`src/rtl/mult_arbiter.sv`:
```
// mult_arbiter: round-robin arbiter that hands requesters' operands to one
// shared sequential multiplier and returns the product to the served requester.
//
// Ports
//   clk          system clock, rising-edge
//   reset        asynchronous active-high reset
//   req[N]       level-sensitive multiply requests
//   a_in/b_in    packed operands, requester i at [i*BIT +: BIT]
//   gnt[N]       one-hot grant, held from LAUNCH through DONE
//   done[N]      one-cycle pulse for the served requester when result is valid
//   result       product of the last completed job (held until next DONE)
//   busy         high whenever the FSM is not IDLE
//   mul_start    one-cycle start strobe to the shared multiplier
//   mul_a/mul_b  operands latched at grant
//   mul_ready    multiplier idle/done flag, low while multiplying
//   mul_product  multiplier result, valid when mul_ready rises
//
// state  | meaning
// IDLE   | no job; arbitrate among req on each edge
// LAUNCH | operands latched, mul_start high this cycle
// ACK    | waiting for the multiplier to drop mul_ready
// BUSY   | waiting for mul_ready to return high, then capture product
// DONE   | done pulse for the granted requester; gnt clears on exit
//
// BIT is the operand width; only N=4 is supported.
module mult_arbiter #(
  parameter int BIT = 5,
  parameter int N   = 4
) (
  input  logic             clk,
  input  logic             reset,
  input  logic [N-1:0]     req,
  input  logic [N*BIT-1:0] a_in,
  input  logic [N*BIT-1:0] b_in,
  output logic [N-1:0]     gnt,
  output logic [N-1:0]     done,
  output logic [2*BIT-1:0] result,
  output logic             busy,
  output logic             mul_start,
  output logic [BIT-1:0]   mul_a,
  output logic [BIT-1:0]   mul_b,
  input  logic             mul_ready,
  input  logic [2*BIT-1:0] mul_product
);

  localparam int IDXW = $clog2(N);

  typedef enum logic [2:0] {
    IDLE   = 3'd0,
    LAUNCH = 3'd1,
    ACK    = 3'd2,
    BUSY   = 3'd3,
    DONE   = 3'd4
  } state_t;

  state_t            state, state_n;
  logic [IDXW-1:0]   last, last_n;
  logic [N-1:0]      gnt_n, done_n;
  logic [2*BIT-1:0]  result_n;
  logic              busy_n, start_n;
  logic [BIT-1:0]    a_n, b_n;

  logic              pick_valid;
  logic [IDXW-1:0]   pick_idx;
  logic [IDXW-1:0]   cand;

  // Search starts one past the last served index; k=N wraps back onto last,
  // so a lone persistent requester is still served.
  always_comb begin
    pick_valid = 1'b0;
    pick_idx   = last;
    cand       = last;
    for (int k = 1; k <= N; k++) begin
      cand = last + IDXW'(k);
      if (!pick_valid && req[cand]) begin
        pick_valid = 1'b1;
        pick_idx   = cand;
      end
    end
  end

  always_comb begin
    state_n  = state;
    gnt_n    = gnt;
    done_n   = '0;
    start_n  = 1'b0;
    a_n      = mul_a;
    b_n      = mul_b;
    result_n = result;
    last_n   = last;
    case (state)
      IDLE: begin
        if (pick_valid) begin
          state_n = LAUNCH;
          gnt_n   = {{(N-1){1'b0}}, 1'b1} << pick_idx;
          a_n     = a_in[pick_idx*BIT +: BIT];
          b_n     = b_in[pick_idx*BIT +: BIT];
          last_n  = pick_idx;
          start_n = 1'b1;
        end
      end
      LAUNCH: state_n = ACK;
      ACK: begin
        if (!mul_ready) state_n = BUSY;
      end
      BUSY: begin
        if (mul_ready) begin
          result_n = mul_product;
          done_n   = gnt;
          state_n  = DONE;
        end
      end
      DONE: begin
        gnt_n   = '0;
        state_n = IDLE;
      end
      default: begin
        gnt_n   = '0;
        state_n = IDLE;
      end
    endcase
    busy_n = (state_n != IDLE);
  end

  // All outputs are registered so nothing combinational reaches them from req.
  always_ff @(posedge clk or posedge reset) begin
    if (reset) begin
      state     <= IDLE;
      gnt       <= '0;
      done      <= '0;
      busy      <= 1'b0;
      mul_start <= 1'b0;
      mul_a     <= '0;
      mul_b     <= '0;
      result    <= '0;
      last      <= IDXW'(N-1);
    end else begin
      state     <= state_n;
      gnt       <= gnt_n;
      done      <= done_n;
      busy      <= busy_n;
      mul_start <= start_n;
      mul_a     <= a_n;
      mul_b     <= b_n;
      result    <= result_n;
      last      <= last_n;
    end
  end

endmodule

```
`config.mk`:
```
export PLATFORM = sky130hd
export DESIGN_NAME = mult_arbiter
export DESIGN_NICKNAME = d
export VERILOG_FILES = /design/src/rtl/mult_arbiter.sv
export SDC_FILE = /design/constraint.sdc
export NUM_CORES = 1
export LEC_CHECK = 0
export ABC_CLOCK_PERIOD_IN_PS = 1910
export CORE_UTILIZATION = 40
export DETAILED_ROUTE_END_ITERATION = 10
export PLACE_DENSITY = 0.79
export SLEW_MARGIN = 20
export SYNTH_ARGS = -nofsm -noshare
export SYNTH_HDL_FRONTEND = slang
export SYNTH_SLANG_ARGS = --single-unit
```
`constraint.sdc`:
```
create_clock -name clk -period 1.91 [get_ports clk]
set_input_delay 0.4775 -clock clk [delete_from_list [all_inputs] [get_ports clk]]
set_output_delay 0.4775 -clock clk [all_outputs]
set_load 0.02 [all_outputs]
```
# Word-level counts from Yosys, hierarchy flattened
# Index checks and enable logic that the tools add are counted.
word_totals:
  romBits: 0
  regBits: 35
  latch_bits: 0
  memories: 0
  elab_cells: 63
  ramBits: 0
op_classes:
  mux: 26
  div_mod_pow: 0
  n_lt_le_gt_ge: 4
  eq_ne: 4
  n_mul: 1
  n_addsub: 3
  reduce_logical: 12
  bitwise_logic: 1
  shifts: 3
ops:
  columns: ["cell", "count"]
  rows:
  - ["variable part select 20 x 6 -> 5 bit", 2]
  - ["less-than comparator 2 x 3 -> 1 bit, second input constant", 4]
  - ["two-way mux 4 bit", 3]
  - ["case mux 3 bit (4 select lines)", 1]
  - ["two-way mux 1 bit", 10]
  - ["two-way mux 3 bit", 3]
  - ["binary-select mux 1 bit (select 2 bit)", 4]
  - ["two-way mux 2 bit", 4]
  - ["case mux 4 bit (2 select lines)", 1]
  - ["== test 3 x 2 -> 1 bit, second input constant", 2]
  - ["AND reduction 2 bit", 3]
  - ["multiplier 2 x 3 -> 5 bit, second input constant", 1]
  - ["adder 2 bit, second input constant", 2]
  - ["left shift 1 x 2 -> 4 bit, first input constant", 1]
  - ["== test 3 x 1 -> 1 bit, second input constant", 1]
  - ["logical AND 1 bit", 3]
  - ["logical NOT 1 bit", 3]
  - ["logical NOT 3 bit", 1]
  - ["nonzero test 3 bit", 1]
  - ["OR reduction 3 bit", 1]
  - ["adder 2 x 1 -> 2 bit, second input constant", 1]
  - ["!= test 2 bit, second input constant", 1]
  - ["NOT 1 bit", 1]

# Depth between registers and ports, before layout
logic_depth:
  depth_word: 16
  mapped_depth: 6

# Worst setup path before layout
# No wires, ideal clock.
synth_timing:
  path_type: "input port to flip-flop"
  start: "in req[1]"
  end: "reg mul_a[0]"
  stages: 6
  path_slack_ns: 0.165
  required_ns: 1.771
  setup_ns: 0.139
  arrival_ns: 1.606
  path_cell_list: "or4_4 -> nand3b_2 -> nor3_1 -> clkbuf_2 -> a21bo_2 -> o211ai_1"
synth_via:
  elab_chain_len: 14
  elab_cells_between_ends: 25
  cone_classes: "mul (1); shift (1); mux (16); reduce/logical (7)"
synth_lines:
  columns: ["element", "line", "source"]
  rows:
  - ["start, declared", "32", "input logic [N-1:0] req,"]
  - ["binary-select mux 1 bit (select 2 bit)", "75", "if (!pick_valid && req[cand]) begin"]
  - ["two-way mux 1 bit (not written as such)", "75", null]
  - ["two-way mux 1 bit", "75", null]
  - ["logical NOT 1 bit", "75", null]
  - ["logical AND 1 bit", "75", null]
  - ["two-way mux 1 bit", "75", null]
  - ["logical NOT 1 bit", "75", null]
  - ["logical AND 1 bit", "75", null]
  - ["two-way mux 1 bit", "75", null]
  - ["logical NOT 1 bit", "75", null]
  - ["logical AND 1 bit", "75", null]
  - ["two-way mux 2 bit", "75", null]
  - ["multiplier 2 x 3 -> 5 bit", "96", "a_n = a_in[pick_idx*BIT +: BIT];"]
  - ["variable part select 20 x 6 -> 5 bit", "96", null]
  - ["end signal, assigned", "143", "mul_a <= a_n;"]
  - ["end, declared", "40", "output logic [BIT-1:0] mul_a,"]
# Parallel ways exist; a longest one is shown, timed or not. The select of a mux whose other input is x is not followed.
# A chain may end at the register's enable or synchronous reset.

# Worst setup path in the final report
layout_timing:
  start: "in req[0]"
  end: "reg gnt[3]"
layout_via:
  elab_chain_len: 15
  elab_cells_between_ends: 27
  cone_classes: "eq/ne (1); shift (1); mux (18); reduce/logical (7)"
layout_lines:
  columns: ["element", "line", "source"]
  rows:
  - ["binary-select mux 1 bit (select 2 bit)", "75", null]
  - ["two-way mux 1 bit (not written as such)", "75", null]
  - ["two-way mux 1 bit", "75", null]
  - ["logical NOT 1 bit", "75", null]
  - ["logical AND 1 bit", "75", null]
  - ["two-way mux 1 bit", "75", null]
  - ["logical NOT 1 bit", "75", null]
  - ["logical AND 1 bit", "75", null]
  - ["two-way mux 1 bit", "75", null]
  - ["logical NOT 1 bit", "75", null]
  - ["logical AND 1 bit", "75", null]
  - ["two-way mux 2 bit", "75", null]
  - ["left shift 1 x 2 -> 4 bit", "95", "gnt_n = {{(N-1){1'b0}}, 1'b1} << pick_idx;"]
  - ["two-way mux 4 bit", "93", "if (pick_valid) begin"]
  - ["case mux 4 bit (2 select lines)", "91", "case (state)"]
  - ["end signal, assigned", "139", "gnt <= gnt_n;"]
  - ["end, declared", "35", "output logic [N-1:0] gnt,"]
# Parallel ways exist; a longest one is shown, timed or not. The select of a mux whose other input is x is not followed.

==> results.toml <==
[run_status]
run_status = "finished clean"

[worst_hold_path]
hold_class = "reg -> reg"

[timing]
worst_pin_slew_ns = 0.3769
period_needed_ns = 1.888
period_share = 0.9884
finalSetupViolations = 0
fmax_ghz = 0.5297
finalHoldViolCount = 0
finalMaxSlewViolations = 0
finalSetupTns_ns = 0
whs_ns = 0.4990
skew_ns = 0.002531
slew_headroom = 0.7479

[logic_synthesis]
yosysSeqAreaShare = 0.4906
synth_xor_area_frac = 0
synthSimpleGateAreaFrac = 0.1726
synth_warnings = 0
synth_top_family_by_area = "compound AO/OA/AOI/OAI gates"
synth_top_area_frac = 0.4612
async_flop_share = 1.000
syn_avg_cell_area_um2 = 10.85
ys_top_cells_by_area = "dfrtp_1 (46%), mux2_2 (6.3%), a21bo_2 (5.6%)"
synth_top_cell_by_area = "dfrtp_1"
synthMuxAreaShare = 0.1188
syn_area_mm2 = 0.001790
synth-main-ff-cell = "dfrtp_1"
synth_enable_flop_cells = 0
synthAdderAreaFrac = 0
synth_nets = 222
synth_cell_types = 34
synth_compound_area_frac = 0.1852
syn_inst = 165
ys_seq_elements = 35

[layout]
fillers = 311
mostFrequentLayoutCells = "clkdlybuf4s50_1 (82), dfrtp_1 (33), buf_4 (18), nand2_1 (17), nand4_1 (11)"
area_growth_pct = 68.41
num-nets-final = 328
utilization = 0.7277
drive_gt1_frac = 0.2325
layout_commonest_cell = "clkdlybuf4s50_1"
insertedDiodeCount = 0

[routing]
via_per_inst = 5.268
wl_per_cell_um = 15.63
drt_iter0_drc = 98
num_vias = 1691
dr.pass1.iters = 4
final_antenna_net_count = 0
wl_um = 5016
drc = 0

[worst_setup_path]
worstPathMaxFanout = 9
cpMaxStageDelayCell = "or3b_1"
startpoint_type = "input port"
cp.arrival_ns = 2.10
cp_common_cell = "buf_4"
worstSetupEndpointType = "register"
crit_type = "in -> reg"
cpPeakStageDelay_ns = 0.37
crit_chain = "dlygate4sd2_1 -> buf_4 -> nor2b_1 -> o21a_1 -> nor3_4 -> buf_4 -> buf_12 -> or3b_1 -> a21oi_1"
worstPathRequired_ns = 2.12

[flow_run]
max_cap_viol_count = 0

[floorplan]
std_cell_rows = 23
die_area_mm2 = 0.004748
core_area_mm2 = 0.004144
dieHeight_um = 68.91
start_util = 0.4321
io_pins = 87
fp.dieW_um = 68.91

[grt]
grt_pass1_wl_um = 7734
grt_pass1_vias = 1565
track_usage = 0.2263
antenna_found_initial = 0
grt_max_degree = 36
grt_overflow_total = 0

[pwr]
power_mw = 4.281
power_density_mw_per_mm2 = 1420
peakVddDrop_uv = 823.8
leakagePower_nw = 1.292

[clocking]
clockRootBuffer = "clkbuf_8"
numCtsBuffers = 5
clock_sinks = 35
cts.clk_slew.worst_paths_ns = 0.07
clock_latency_ns = 0.28
cts_htree_levels = 2
cts_buffer_depth = 2
cts_tree = "yes"

[placement]
place_congestion = 0.7934
hpwlAfterDp_um = 3708
portBuffers = 86
[final timing paths]
| kind | endpoint | cells after the start | start | slack [ns] |
|---|---|---|---|---|
| max in group asynchronous | last[1] | 3 | reset | 1.11 |
| max | gnt[3] | 9 | req[0] | 0.02 |
| min | mul_b[3] | 2 | mul_b[3] | 0.50 |
| min reg2reg | mul_b[3] | 2 | mul_b[3] | 0.50 |
| min in group asynchronous | mul_a[0] | 3 | reset | 0.55 |
| max reg2reg | mul_b[1] | 8 | last[0] | 0.08 |
[layer usage]
metal | GRT usage | wire length [um] | part of all wire | vias to the layer above
met2 | 0.3774 | 2561 | 0.51 | 51
met4 | 0.07653 | 98 | 0.020 | 0
met5 | 0 | 0 | 0 | -
met3 | 0.03783 | 254 | 0.051 | 7
li1 | - | - | - | 825
met1 | 0.2956 | 2102 | 0.42 | 808
[synthesized netlist by cell type (2+ instances only)]
| master | number |
|---|---|
| nor3_1 | 2 |
| clkbuf_1 | 3 |
| and2_1 | 5 |
| nand2_1 | 17 |
| a21o_1 | 2 |
| or3b_1 | 2 |
| dfstp_2 | 2 |
| o211ai_1 | 10 |
| o31ai_1 | 10 |
| dfrtp_1 | 33 |
| nand2b_1 | 3 |
| mux2i_1 | 10 |
| nor2_1 | 4 |
| nand4_1 | 11 |
| inv_1 | 2 |
| buf_2 | 4 |
| nor2b_1 | 3 |
| a21bo_2 | 10 |
| a21oi_1 | 8 |
| mux2_2 | 10 |
[worst max-delay path, delay by kind of cell]
kind	cells	cell delay, ns
buffers and inverters	4	0.65
AOI/OAI and AO/OA	2	0.37
and+or+nand+nor	3	0.61
[area by class of cell]
class / instances / area, um2 / share of cell area
clock buffer: 5 / 68.82 / 0.02282
clock inverter: 2 / 13.76 / 0.004564
timing repair buffer: 109 / 1086 / 0.3602
inverter: 2 / 7.507 / 0.002490
sequential: 35 / 878.3 / 0.2913
multi-input combinational: 118 / 898.4 / 0.2979
tap: 50 / 62.56 / 0.02075
[flip-flops by register name, summed over array words and instances, names as in the netlist]
signal	flops
done	4
gnt	4
busy	1
result	10
last	2
mul_start	1
state	3
mul_b	5
mul_a	5
[power breakdown]
group / internal (mW) / switching (mW) / total (mW) / leakage, nW
Clock: 0.249 / 0.260 / 0.509 / 0.0440
Combinational: 1.33 / 1.19 / 2.52 / 0.814
Sequential: 1.07 / 0.178 / 1.25 / 0.434
Total: 2.65 / 1.63 / 4.28 / 1.29
[through the flow]
step / setup slack (ns) / instance area, um2 / instances
after floorplan: 0.1654 / 1790 / 165
after global placement: -0.6239 / 2878 / 313
after detailed placement: -0.6668 / 2878 / 313
after CTS: -0.01128 / 2989 / 320
after global routing: -0.01183 / 3015 / 321
final: 0.02222 / 3015 / 321
[repair_timing]
action,4_1_cts,5_1_grt
hold buffers,0,0
resized for setup,10,4
pin swaps,3,1
setup buffers,0,1
endpoints found under the setup margin,14,14
[cell families after synthesis]
logic type      count (synthesis)
compound gates                 44
buf+inv                        12
flops                          35
mux                            20
simple gates                   54
No activity file was read; power rests on OpenSTA's default activity.
